--- src/rtl/design_20_drv_if.sv ---
// design_20_drv_if
// Bundles the three channels the design_20 driver talks on:
//   cmd : upstream operand-pair commands (cmd_valid/cmd_ready, cmd_a, cmd_b)
//   dut : datapath side (dut_start, dut_a, dut_b out; dut_y, dut_valid in)
//   res : downstream results (res_valid/res_ready, res_y, res_err)
// master = driver view, slave = environment (sequencer + datapath) view.
interface design_20_drv_if #(
    parameter int W = 8
);
    logic         cmd_valid;
    logic [W-1:0] cmd_a;
    logic [W-1:0] cmd_b;
    logic         cmd_ready;

    logic         dut_start;
    logic [W-1:0] dut_a;
    logic [W-1:0] dut_b;
    logic [W-1:0] dut_y;
    logic         dut_valid;

    logic         res_valid;
    logic [W-1:0] res_y;
    logic         res_err;
    logic         res_ready;

    modport master (
        input  cmd_valid, cmd_a, cmd_b,
        output cmd_ready,
        output dut_start, dut_a, dut_b,
        input  dut_y, dut_valid,
        output res_valid, res_y, res_err,
        input  res_ready
    );

    modport slave (
        output cmd_valid, cmd_a, cmd_b,
        input  cmd_ready,
        input  dut_start, dut_a, dut_b,
        output dut_y, dut_valid,
        input  res_valid, res_y, res_err,
        output res_ready
    );
endinterface

--- src/rtl/design_20_drv.sv ---
// design_20_drv
// Initiator-side driver for one design_20 datapath instance. Accepts operand
// pairs, issues each as a one-cycle start pulse with held operands, waits for
// the returning valid and queues the result in a 4-entry FIFO for downstream.
//
// Ports:
//   clk          clock
//   rst_n        asynchronous active-low reset
//   bus          design_20_drv_if.master (cmd / dut / res channels)
//   o_busy       FSM not in IDLE
//   o_stray_cnt  dut_valid pulses seen outside WAIT, saturating at 255
//
// Optional feature: define DESIGN_20_DRV_TIMEOUT_EN to give up on a silent
// datapath after TO_CYC WAIT cycles and queue an error entry {err=1, y=0}.
// Without it WAIT lasts until dut_valid and res_err is tied low.
//
// state   | meaning
// IDLE    | ready for a command when the FIFO has room
// ISSUE   | dut_start high for this single cycle
// WAIT    | waiting for dut_valid (or timeout when enabled)
module design_20_drv #(
    parameter int W      = 8,
    parameter int TO_CYC = 16
) (
    input  logic            clk,
    input  logic            rst_n,
    design_20_drv_if.master bus,
    output logic            o_busy,
    output logic [7:0]      o_stray_cnt
);

    typedef enum logic [1:0] {
        S_IDLE  = 2'd0,
        S_ISSUE = 2'd1,
        S_WAIT  = 2'd2
    } state_t;

    if (TO_CYC < 2 || TO_CYC > 255) begin : g_bad_to_cyc
        $error("design_20_drv: TO_CYC must lie in 2..255");
    end

    state_t       r_state;
    state_t       w_state_nxt;
    logic         w_cmd_ready;
    logic         w_accept;
    logic         w_push;
    logic         w_pop;
    logic [W-1:0] w_push_y;

    logic [W-1:0] r_dut_a;
    logic [W-1:0] r_dut_b;
    logic         r_dut_start;
    logic [7:0]   r_stray_cnt;

    logic [W-1:0] r_mem_y [4];
    logic [1:0]   r_wr_ptr;
    logic [1:0]   r_rd_ptr;
    logic [2:0]   r_count;

`ifdef DESIGN_20_DRV_TIMEOUT_EN
    logic         w_timeout;
    logic         w_push_err;
    logic [7:0]   r_to_cnt;
    logic         r_mem_err [4];

    // Counter is 0 in the first WAIT cycle, so TO_CYC-1 marks the last one.
    assign w_timeout = (r_to_cnt == 8'(TO_CYC - 1));
`endif

    always_ff @(posedge clk or negedge rst_n) begin
        if (!rst_n) begin
            r_state <= S_IDLE;
        end else begin
            r_state <= w_state_nxt;
        end
    end

    always_comb begin
        w_state_nxt = r_state;
        w_accept    = 1'b0;
        w_push      = 1'b0;
`ifdef DESIGN_20_DRV_TIMEOUT_EN
        w_push_err  = 1'b0;
`endif
        // A slot is effectively reserved here: count can only fall while a
        // command is in flight, so the eventual push always finds room.
        w_cmd_ready = (r_state == S_IDLE) && (r_count < 3'd4);
        case (r_state)
            S_IDLE: begin
                if (bus.cmd_valid && w_cmd_ready) begin
                    w_accept    = 1'b1;
                    w_state_nxt = S_ISSUE;
                end
            end
            S_ISSUE: begin
                w_state_nxt = S_WAIT;
            end
            S_WAIT: begin
                // A valid arriving on the timeout cycle still wins.
                if (bus.dut_valid) begin
                    w_push      = 1'b1;
                    w_state_nxt = S_IDLE;
                end
`ifdef DESIGN_20_DRV_TIMEOUT_EN
                else if (w_timeout) begin
                    w_push      = 1'b1;
                    w_push_err  = 1'b1;
                    w_state_nxt = S_IDLE;
                end
`endif
            end
            default: begin
                w_state_nxt = S_IDLE;
            end
        endcase
    end

    always_ff @(posedge clk or negedge rst_n) begin
        if (!rst_n) begin
            r_dut_a     <= '0;
            r_dut_b     <= '0;
            r_dut_start <= 1'b0;
            r_stray_cnt <= 8'd0;
        end else begin
            r_dut_start <= w_accept;
            if (w_accept) begin
                r_dut_a <= bus.cmd_a;
                r_dut_b <= bus.cmd_b;
            end
            if (bus.dut_valid && (r_state != S_WAIT) && (r_stray_cnt != 8'hFF)) begin
                r_stray_cnt <= r_stray_cnt + 8'd1;
            end
        end
    end

`ifdef DESIGN_20_DRV_TIMEOUT_EN
    assign w_push_y = w_push_err ? '0 : bus.dut_y;

    always_ff @(posedge clk or negedge rst_n) begin
        if (!rst_n) begin
            r_to_cnt <= 8'd0;
        end else if (r_state == S_ISSUE) begin
            r_to_cnt <= 8'd0;
        end else if (r_state == S_WAIT) begin
            r_to_cnt <= r_to_cnt + 8'd1;
        end
    end

    always_ff @(posedge clk or negedge rst_n) begin
        if (!rst_n) begin
            for (int i = 0; i < 4; i++) r_mem_err[i] <= 1'b0;
        end else if (w_push) begin
            r_mem_err[r_wr_ptr] <= w_push_err;
        end
    end

    assign bus.res_err = r_mem_err[r_rd_ptr];
`else
    assign w_push_y    = bus.dut_y;
    assign bus.res_err = 1'b0;
`endif

    assign w_pop = (r_count != 3'd0) && bus.res_ready;

    // Storage is cleared on reset so the head reads 0 while empty after reset.
    always_ff @(posedge clk or negedge rst_n) begin
        if (!rst_n) begin
            for (int i = 0; i < 4; i++) r_mem_y[i] <= '0;
            r_wr_ptr <= 2'd0;
            r_rd_ptr <= 2'd0;
            r_count  <= 3'd0;
        end else begin
            if (w_push) begin
                r_mem_y[r_wr_ptr] <= w_push_y;
                r_wr_ptr          <= r_wr_ptr + 2'd1;
            end
            if (w_pop) begin
                r_rd_ptr <= r_rd_ptr + 2'd1;
            end
            case ({w_push, w_pop})
                2'b10:   r_count <= r_count + 3'd1;
                2'b01:   r_count <= r_count - 3'd1;
                default: r_count <= r_count;
            endcase
        end
    end

    assign bus.cmd_ready = w_cmd_ready;
    assign bus.dut_start = r_dut_start;
    assign bus.dut_a     = r_dut_a;
    assign bus.dut_b     = r_dut_b;
    assign bus.res_valid = (r_count != 3'd0);
    assign bus.res_y     = r_mem_y[r_rd_ptr];
    assign o_busy        = (r_state != S_IDLE);
    assign o_stray_cnt   = r_stray_cnt;

endmodule

--- src/flat_wrapper.sv ---
// flat-port wrapper written by rule: the top's interface ports become plain ports
module design_20_drv_flat 
#(
    parameter int W      = 8,
    parameter int TO_CYC = 16
)
  (clk, rst_n, o_busy, o_stray_cnt, bus_cmd_valid, bus_cmd_a, bus_cmd_b, bus_cmd_ready, bus_dut_start, bus_dut_a, bus_dut_b, bus_dut_y, bus_dut_valid, bus_res_valid, bus_res_y, bus_res_err, bus_res_ready);
  design_20_drv_if #(.W(W)) bus_i ();
  input  logic clk;
  input  logic rst_n;
  output logic o_busy;
  output logic [7:0] o_stray_cnt;
  input wire logic [$bits(bus_i.cmd_valid)-1:0] bus_cmd_valid;
  input wire logic [$bits(bus_i.cmd_a)-1:0] bus_cmd_a;
  input wire logic [$bits(bus_i.cmd_b)-1:0] bus_cmd_b;
  output wire logic [$bits(bus_i.cmd_ready)-1:0] bus_cmd_ready;
  output wire logic [$bits(bus_i.dut_start)-1:0] bus_dut_start;
  output wire logic [$bits(bus_i.dut_a)-1:0] bus_dut_a;
  output wire logic [$bits(bus_i.dut_b)-1:0] bus_dut_b;
  input wire logic [$bits(bus_i.dut_y)-1:0] bus_dut_y;
  input wire logic [$bits(bus_i.dut_valid)-1:0] bus_dut_valid;
  output wire logic [$bits(bus_i.res_valid)-1:0] bus_res_valid;
  output wire logic [$bits(bus_i.res_y)-1:0] bus_res_y;
  output wire logic [$bits(bus_i.res_err)-1:0] bus_res_err;
  input wire logic [$bits(bus_i.res_ready)-1:0] bus_res_ready;
  assign bus_i.cmd_valid = bus_cmd_valid;
  assign bus_i.cmd_a = bus_cmd_a;
  assign bus_i.cmd_b = bus_cmd_b;
  assign bus_cmd_ready = bus_i.cmd_ready;
  assign bus_dut_start = bus_i.dut_start;
  assign bus_dut_a = bus_i.dut_a;
  assign bus_dut_b = bus_i.dut_b;
  assign bus_i.dut_y = bus_dut_y;
  assign bus_i.dut_valid = bus_dut_valid;
  assign bus_res_valid = bus_i.res_valid;
  assign bus_res_y = bus_i.res_y;
  assign bus_res_err = bus_i.res_err;
  assign bus_i.res_ready = bus_res_ready;
  design_20_drv #(.W(W), .TO_CYC(TO_CYC)) u_core (.clk(clk), .rst_n(rst_n), .bus(bus_i), .o_busy(o_busy), .o_stray_cnt(o_stray_cnt));
endmodule
--- config.mk ---
export PLATFORM = sky130hd
export DESIGN_NAME = design_20_drv_flat
export DESIGN_NICKNAME = d
export VERILOG_FILES = /design/src/rtl/design_20_drv_if.sv /design/src/rtl/design_20_drv.sv /design/src/flat_wrapper.sv
export SDC_FILE = /design/constraint.sdc
export NUM_CORES = 1
export LEC_CHECK = 0
export CAP_MARGIN = 5
export CORE_ASPECT_RATIO = 1.25
export CORE_MARGIN = 2
export CORE_UTILIZATION = 50
export CTS_CLUSTER_DIAMETER = 50
export CTS_CLUSTER_SIZE = 10
export DETAILED_ROUTE_END_ITERATION = 10
export GPL_ROUTABILITY_DRIVEN = 0
export GPL_TIMING_DRIVEN = 0
export PLACE_DENSITY_LB_ADDON = 0.2
export SETUP_SLACK_MARGIN = 0.1
export SLEW_MARGIN = 20
export SYNTH_ARGS = -nofsm -noshare
export SYNTH_HDL_FRONTEND = slang
export SYNTH_SLANG_ARGS = --single-unit
--- constraint.sdc ---
create_clock -name clk -period 2.82 [get_ports clk]
set_input_delay 0.846 -clock clk [delete_from_list [all_inputs] [get_ports clk]]
set_output_delay 0.846 -clock clk [all_outputs]
set_load 0.03 [all_outputs]
### Word level (Yosys, flattened, before mapping)

Cells that the tools add are included.

* register bits: 66
* bits in latches: 0
* bits in writable memories: 0
* ROM bits: 0
* input bits: 29
* output and inout port bits: 37
* logic and storage cells: 56
* memories: 0

* add/sub/neg operators: 5
* multipliers: 0
* divide/modulo/power cells: 0
* magnitude comparators: 4
* equal/unequal tests: 8
* shift operators: 0
* muxes and demuxes: 14
* bitwise logic cells: 2
* reductions and logical operators: 11

Operators with widths (count)
* 32-bit bitwise mux: 1
* 8-bit two-way mux: 3
* 8-bit binary-select mux with 2-bit select: 1
* 8-bit demux with 2-bit select: 1
* 8-bit by 1-bit adder with 8-bit output (second input constant): 1
* 8-bit inequality test (second input constant): 1
* 3-bit greater-or-equal comparator (second input constant): 2
* 1-bit logical AND: 6
* 2-bit inequality test (second input constant): 3
* 2-bit inverter with 3-bit output: 2
* 2-bit one-hot mux with 3 select lines: 1
* 3-bit one-hot mux with 2 select lines: 1
* 2-bit by 1-bit adder with 2-bit output (second input constant): 2
* 2-bit by 1-bit equality test with 1-bit output (second input constant): 2
* 2-bit equality test (second input constant): 2
* 1-bit two-way mux: 4
* 2-bit two-way mux: 2
* 2-bit nonzero test: 2
* 3-bit by 1-bit adder with 3-bit output (second input constant): 1
* 3-bit by 1-bit less-than comparator with 1-bit output (second input constant): 1
* 3-bit less-than comparator (second input constant): 1
* 3-bit nonzero test: 1
* 3-bit by 1-bit subtractor with 3-bit output (second input constant): 1
* 2-bit logical NOT: 1
* 2-bit AND reduction: 1

### Depth between registers and ports, before layout

Gate-level depths: netlist of the first run.

* depth in word-level cells: 6
* depth in mapped cells: 10
* gate-level depth less buffers: 9

### Worst setup path after synthesis of the first run

OpenSTA, ideal clock, no wires.

* path kind: input -> register
* start point: input bus_dut_valid
* end point: register u_core.r_count[2]
* setup time: 79 ps
* data arrival time: 2147 ps
* data required time: 2741 ps
* path slack: 593 ps
* stages on the path: 9
* buffers on the path: 1
* cell sequence: and2_1 > buf_4 > inv_1 > ha_1 > inv_1 > fa_1 > xor2_1 > nor2_1 > xor2_1

* longest elaborated chain between the ends: 4
* elaborated cells between the ends (all ways): 6
* classes of those cells: 2 x eq/ne; 3 x mux; 1 x reduce/logical

Ends and longest elaborated chain
* from (decl): line flat_wrapper.sv:21 `input wire logic [$bits(bus_i.dut_valid)-1:0] bus_dut_valid;`
* 1-bit two-way mux (*): line design_20_drv.sv:100 `if (bus.dut_valid) begin`
* 1-bit two-way mux (*): line design_20_drv.sv:88 `case (r_state)`
* 2-bit by 1-bit equality test with 1-bit output / 2-bit equality test (equally long branches): line design_20_drv.sv:180 `case ({w_push, w_pop})`
* 3-bit one-hot mux with 2 select lines / 2-bit nonzero test (equally long branches)
* to (signal assigned): line design_20_drv.sv:181 `2'b10: r_count <= r_count + 3'd1;`
* to (signal assigned): line design_20_drv.sv:182 `2'b01: r_count <= r_count - 3'd1;`
* to (signal assigned): line design_20_drv.sv:183 `default: r_count <= r_count;`
* to (decl): line design_20_drv.sv:58 `logic [2:0] r_count;`

Mark *: on every way between the ends. The rest lies on a longest branch, timed or not.
A chain may end at the register's enable or synchronous reset.

### Final worst setup path of the first run

* start point: register u_core.r_rd_ptr[0]
* end point: output bus_res_y[5]

* longest elaborated chain between the ends: 4

Ends and longest elaborated chain
* from (decl): line design_20_drv.sv:57 `logic [1:0] r_rd_ptr;`
* from (signal assigned): line design_20_drv.sv:178 `r_rd_ptr <= r_rd_ptr + 2'd1;`
* 2-bit inverter with 3-bit output (implied by the code): line design_20_drv.sv:193 `assign bus.res_y = r_mem_y[r_rd_ptr];`
* 8-bit binary-select mux with 2-bit select: line design_20_drv.sv:193
* 8-bit two-way mux (implied by the code) (2 in a row): line design_20_drv.sv:193
* to (decl): line flat_wrapper.sv:23 `output wire logic [$bits(bus_i.res_y)-1:0] bus_res_y;`

Every way passes these cells. The select of a mux whose other input is x is not followed.

==> results by group, run 1 <==
Outcome
  • Status: finished clean

Pwr
  • P per Cell Area: 1240 mW/mm2
  • Static Leak: 1.79 nW
  • Worst vdd ir: 0.000679 V
  • Final Power: 4.85 mW

Hold path
  • Min-delay worst type: in2async

Finish
  • Design area: 0.00393 mm2
  • Fillers: 432
  • Final Non-Filler Cells: 343
  • Area Growth Syn to Fin: 31.8%
  • Ant. Diodes: 0
  • Fin util: 67.9%
  • Layout cells sized above 1: 33.2%
  • Fin nets: 308

Worst setup path
  • Reg2reg start: u_core.r_state[1]$_DFFE_PN0P_
  • R2R setup slack: 0.81 ns
  • Worst R2R End: u_core.r_count[2]$_DFFE_PN0P_
  • Sum of buffers and inverters on the critical path: 2
  • Max incr delay on CP: 0.53 ns
  • Worst endpoint required time: 1.97 ns
  • Critical path class: reg2out
  • Worst path slowest cell: mux4_2
  • CP Cell Sequence: buf_6, mux4_2, dlygate4sd2_1
  • Crit path max-delay family: buffers and inverters
  • Crit. End Element: primary output
  • Worst reg2reg path depth: 10
  • CP startpoint kind: flip-flop
  • Crit-path max FO: 10
  • CP Data Arrival Time: 1.77 ns

Flow run
  • Maxcap violations: 0

Detailed routing
  • Initial DRT Pass Iterations: 4
  • DR DRC count: 0
  • DR iter-0 viols: 118
  • Vias/cell: 5.30
  • Vias: 1818
  • DRT antenna net count: 0
  • Final wirelength: 5.29 mm
  • Drt wl/cell: 15.4 um

Clocking
  • Hold buffers post-CTS: 0
  • Clock transition at path regs: 0.07 ns
  • CTS buffer count: 9
  • CTS tree: done
  • Clock buffer depth: 2
  • H-tree depth: 3
  • CTS root buf: clkbuf_8
  • Clock Sinks: 66
  • Worst-skew pair later-pin latency: 0.35 ns
  • Setup bufs post-CTS: 0

Timing
  • Crit path time final: 2.61 ns
  • Final hold vios: 0
  • Achievable Freq: 383 MHz
  • Fin crit share: 92.6%
  • RSZ-0062 raised after global routing: no
  • Worst Setup Slack, final: 0.209 ns
  • Max Slew Vio Count: 0
  • Hold Slack: 0.374 ns
  • Post-route clock skew: 0.00795 ns
  • Number of setup violations in the final report: 0
  • Setup TNS: 0 ns

Placement
  • Port Buf Inserts: 64
  • Inst Count DP: 328
  • Pre-CTS setup slack: -0.00220 ns
  • DPL Wire Length: 3.74 mm
  • Dpl cell area: 0.00373 mm2

GRT
  • Grt total ovfl: 0
  • GRT Util Overall: 18.5%
  • First-pass GRT wire length: 9.07 mm
  • Vias in the first global route: 1906
  • Initial antenna violation count: 0
  • Largest net degree at the start of global routing: 49

Synth
  • Synth top area share: 55.5%
  • Seq/Total Area, Yosys: 55.5%
  • Post-synth cell types: 35
  • Mapped Nets: 233
  • Top cells by area, synth: dfrtp_1 (55%), mux2_2 (16%), mux4_2 (6.1%)
  • Yosys reg bits: 66
  • Syn_area_per_cell: 15.1 um2
  • Mapped cell area: 0.00298 mm2
  • Synth warnings: 0
  • Dominant cell type by area after synthesis: dfrtp_1
  • Cell count after synthesis: 197

Floorplan
  • Chip Width: 73.0 um
  • Initial Utilization: 51.5%
  • Die Y: 90.3 um
  • # rows: 31
  • Core footprint: 0.00578 mm2
  • Full die area: 0.00659 mm2
  • I/O pins: 66
[how the worst max path moves through the flow]
stage,from,endpoint,slack (ns),depth (start not counted)
CTS,u_core.r_state[0]$_DFFE_PN0P_,bus_cmd_ready,0.15,3
floorplan,bus_dut_valid,u_core.r_count[2]$_DFFE_PN0P_,0.59,9
finish,u_core.r_rd_ptr[0]$_DFFE_PN0P_,bus_res_y[5],0.21,3
global route,u_core.r_rd_ptr[0]$_DFFE_PN0P_,bus_res_y[5],0.13,3
detailed placement,bus_dut_valid,u_core.r_count[2]$_DFFE_PN0P_,-0.002,10
global placement,rst_n,u_core.o_stray_cnt[1]$_DFFE_PN0P_,-1.31,1
[cell usage in the layout, fill, tap and decap left out, types with 2 or more instances in the layout]
master           count
and2_1               3
and3_1               2
buf_12               2
buf_4                3
clkbuf_8            11
clkdlybuf4s50_1     54
clkinv_2             3
dfrtp_1             66
dlygate4sd2_1        8
ha_1                 6
inv_1                7
mux2_2              43
mux2_4               9
mux4_2               8
nand2_1              7
nand2_4              4
nand3_1              2
nand4_1              2
nor2_1               5
o21ai_0              3
xnor2_1              6
xor2_1               3
[cell families after synthesis]
group,Yosys count,synth area share [%]
AOI/OAI and AO/OA,6,1.30
xor gates and xnor gates,9,2.65
adders and majority gates,7,3.19
buffers and inverters,13,3.02
DFF,66,55.5
muxes,61,27.2
other,1,0.126
and+or+nand+nor,34,7.06
[timing repair]
item,CTS,global route
pin swaps,0,0
resized for setup,9,2
cloned,0,0
endpoints found under the setup margin,8,5
[flip-flops by register name (all words and copies together) (netlist names)]
register / count
u_core.bus.dut_start: 1
u_core.bus.dut_a: 8
u_core.r_count: 3
u_core.r_rd_ptr: 2
u_core.r_mem_y: 32
u_core.r_state: 2
u_core.o_stray_cnt: 8
u_core.r_wr_ptr: 2
u_core.bus.dut_b: 8
[layer usage]
metal	vias up	wire (um)	track usage, %
li1	841	-	-
met1	913	2190	22.8
met2	57	2590	27.5
met5	-	0	0
met3	7	406	8.93
met4	0	102	7.87
[power by group]
group | internal (mW) | switching (mW) | total (mW)
combinational | 1.20 | 1.16 | 2.36
sequential | 1.40 | 0.293 | 1.69
clock | 0.451 | 0.354 | 0.805
[cell type report]
| class | count | area [um2] | share of cell area (%) |
|---|---|---|---|
| Multi-Input combinational cell | 118 | 1240 | 31.5 |
| Timing Repair Buffer | 65 | 658 | 16.8 |
| Inverter | 7 | 26.3 | 0.669 |
| Sequential cell | 66 | 1650 | 42.1 |
| Clock inverter | 5 | 52.6 | 1.34 |
| Tap cell | 66 | 82.6 | 2.10 |
| Clock buffer | 11 | 151 | 3.86 |
| Buffer | 5 | 66.3 | 1.69 |
[Yosys cell counts, drive strengths merged]
cell	instances
dfrtp	66
mux2	52
nand2	11
mux4	8
inv	7
buf	6
ha	6
nor2	6
xnor2	6
and2	4
o21ai	3
xor2	3
and3	2
nand3	2
nand4	2
o21bai	2
or2	2
a21oi	1
conb	1
fa	1
mux2i	1
nand2b	1
nor2b	1
nor3	1
or2b	1
or3	1
(Power assumes the default switching activity.)
==> run 2: changes to the inputs <==
--- a/config.mk
+++ b/config.mk
@@ -14,6 +14,7 @@
 export DETAILED_ROUTE_END_ITERATION = 10
 export GPL_ROUTABILITY_DRIVEN = 0
 export GPL_TIMING_DRIVEN = 0
+export MAX_ROUTING_LAYER = met4
 export PLACE_DENSITY_LB_ADDON = 0.2
 export SETUP_SLACK_MARGIN = 0.1
 export SLEW_MARGIN = 20
==> run 2 against run 1 <==
Against the previous run: sequential share of layout area did not move; combinational power about the same; hold slack worse by 0.0020 ns.
==> results by group, run 2 (synthesized netlist as in run 1, its figures left out) <==
Timing
  • Setup TNS: 0 ns (unchanged)
  • Hold Slack: 0.371 ns (was 0.374 ns)
  • Crit path time final: 2.61 ns (about the same)
  • RSZ-0062 raised after global routing: no (unchanged)
  • Fin crit share: 92.6% (about the same)
  • Final hold vios: 0 (unchanged)
  • Worst Setup Slack, final: 0.207 ns (was 0.209 ns)
  • Achievable Freq: 383 MHz (about the same)
  • Post-route clock skew: 0.00796 ns (was 0.00795 ns)
  • Number of setup violations in the final report: 0 (unchanged)
  • Max Slew Vio Count: 0 (unchanged)

Clocking
  • CTS buffer count: 9 (unchanged)
  • CTS root buf: clkbuf_8 (unchanged)
  • Clock transition at path regs: 0.07 ns (about the same)
  • Setup bufs post-CTS: 0 (unchanged)
  • Worst-skew pair later-pin latency: 0.35 ns (about the same)
  • H-tree depth: 3 (unchanged)
  • Clock Sinks: 66 (unchanged)
  • Clock buffer depth: 2 (unchanged)
  • CTS tree: done (unchanged)

Finish
  • Ant. Diodes: 0 (unchanged)
  • Max reg flops: 32 (unchanged)
  • Most common cell after layout, fill and taps aside: dfrtp_1 (unchanged)
  • Most frequent cells in the layout: dfrtp_1 (66), clkdlybuf4s50_1 (54), mux2_2 (43) (unchanged)
  • Fin nets: 308 (unchanged)
  • Top reg by flops: u_core.r_mem_y (unchanged)
  • Layout cells sized above 1: 33.2% (unchanged)
  • Fillers: 432 (unchanged)
  • Area Growth Syn to Fin: 31.8% (unchanged)

Detailed routing
  • Vias/cell: 5.26 (was 5.30)
  • WL met2: 2.58 mm (was 2.59 mm)
  • Drt wl/cell: 15.4 um (about the same)
  • Metal-1 WL: 2.30 mm (was 2.19 mm)
  • Routed wl met3: 314 um (was 406 um)
  • Top Layer Used: met4 (unchanged)
  • DRT antenna net count: 0 (unchanged)
  • Vias: 1805 (was 1818)
  • DR DRC count: 0 (unchanged)
  • Initial DRT Pass Iterations: 4 (unchanged)
  • Final wirelength: 5.30 mm (was 5.29 mm)
  • DR iter-0 viols: 98 (was 118)

Worst setup path
  • CP startpoint kind: flip-flop (unchanged)
  • Sum of buffers and inverters on the critical path: 2 (unchanged)
  • CP Data Arrival Time: 1.77 ns (about the same)
  • Crit-path max FO: 10 (unchanged)
  • Worst endpoint required time: 1.97 ns (about the same)
  • Critical path class: reg2out (unchanged)
  • Crit path max-delay family: buffers and inverters (unchanged)
  • Max incr delay on CP: 0.53 ns (about the same)
  • Crit. End Element: primary output (unchanged)
  • Worst path slowest cell: mux4_2 (unchanged)
  • CP Cell Sequence: buf_6, mux4_2, dlygate4sd2_1 (unchanged)

Placement
  • Port Buf Inserts: 64 (unchanged)
  • DPL Wire Length: 3.74 mm (unchanged)
  • Pre-CTS setup slack: -0.00220 ns (unchanged)

GRT
  • Grt total ovfl: 0 (unchanged)
  • Initial antenna violation count: 0 (unchanged)
  • Largest net degree at the start of global routing: 49 (unchanged)
  • First-pass GRT wire length: 9.05 mm (was 9.07 mm)
  • GRT Util Overall: 19.0% (was 18.5%)
  • Vias in the first global route: 1901 (was 1906)

Floorplan
  • Chip Width: 73.0 um (unchanged)
  • Core footprint: 0.00578 mm2 (unchanged)
  • # rows: 31 (unchanged)
  • Die Y: 90.3 um (unchanged)
  • I/O pins: 66 (unchanged)
  • Initial Utilization: 51.5% (unchanged)
  • Full die area: 0.00659 mm2 (unchanged)

Outcome
  • Status: finished clean (unchanged)

Hold path
  • Min-delay worst type: in2async (unchanged)

Flow run
  • Maxcap violations: 0 (unchanged)

Pwr
  • Static Leak: 1.79 nW (unchanged)
  • Worst vdd ir: 0.000682 V (was 0.000679 V)
  • Final Power: 4.86 mW (was 4.85 mW)
  • P per Cell Area: 1240 mW/mm2 (about the same)
run 2: stage by stage:
stage,std cells,area (um2),util (%)
floorplan,197,2980,-
global placement,327,3700,64.0
detailed placement,328,3730,64.5
CTS,343,3920,67.8
global route,343,3930,67.9
finish,343,3930,67.9
run 2: timing repair:
| action | 4_1_cts | 5_1_grt |
|---|---|---|
| endpoints found under the setup margin | 8 | 4 |
| hold buffers | 0 | 0 |
| gates resized for setup | 9 | 2 |
| hold endpoints to repair | 0 | 0 |
run 2: worst paths after layout:
path | slack, ns | to | cells past startpoint | startpoint
worst max-delay path | 0.21 | bus_res_y[5] | 3 | u_core.r_rd_ptr[0]$_DFFE_PN0P_
worst min-delay path | 0.37 | u_core.r_mem_y[18]$_DFFE_PN0P_ | 1 | rst_n
worst max register to register | 0.81 | u_core.r_count[2]$_DFFE_PN0P_ | 10 | u_core.r_state[1]$_DFFE_PN0P_
worst min register to register | 0.49 | u_core.r_count[0]$_DFFE_PN0P_ | 1 | u_core.r_count[0]$_DFFE_PN0P_
max in group asynchronous | 1.94 | u_core.r_count[2]$_DFFE_PN0P_ | 2 | rst_n
min in group clk | 0.49 | u_core.r_count[0]$_DFFE_PN0P_ | 1 | u_core.r_count[0]$_DFFE_PN0P_
run 2: power breakdown:
part           switching, mW  leakage, nW  internal [mW]
combinational           1.16        0.878           1.20
clock                  0.356        0.105          0.451
sequential             0.293        0.806           1.40
run 2: final cells by class:
class | instances | area (um2) | area share (%)
multi-input cells | 118 | 1240 | 31.5
well taps | 66 | 82.6 | 2.10
flip-flops and latches | 66 | 1650 | 42.1
inverters | 7 | 26.3 | 0.669
clock buffers | 11 | 151 | 3.86
clock inverters | 5 | 52.6 | 1.34
plain buffers | 5 | 66.3 | 1.69
repair buffers | 65 | 658 | 16.8
run 2: routing by layer:
metal  up-vias  global-route usage (%)
li1        840                       -
met4         0                    7.87
met5         -                       -
met1       903                    23.7
met2        55                    27.5
met3         7                    7.48
==> run 3: changes to the inputs <==
--- a/config.mk
+++ b/config.mk
@@ -14,6 +14,7 @@
 export DETAILED_ROUTE_END_ITERATION = 10
 export GPL_ROUTABILITY_DRIVEN = 0
 export GPL_TIMING_DRIVEN = 0
+export HOLD_SLACK_MARGIN = 0.05
 export MAX_ROUTING_LAYER = met4
 export PLACE_DENSITY_LB_ADDON = 0.2
 export SETUP_SLACK_MARGIN = 0.1
==> results of run 3 <==
No change in the layout: final DEF, timing and power equal those of run 2.
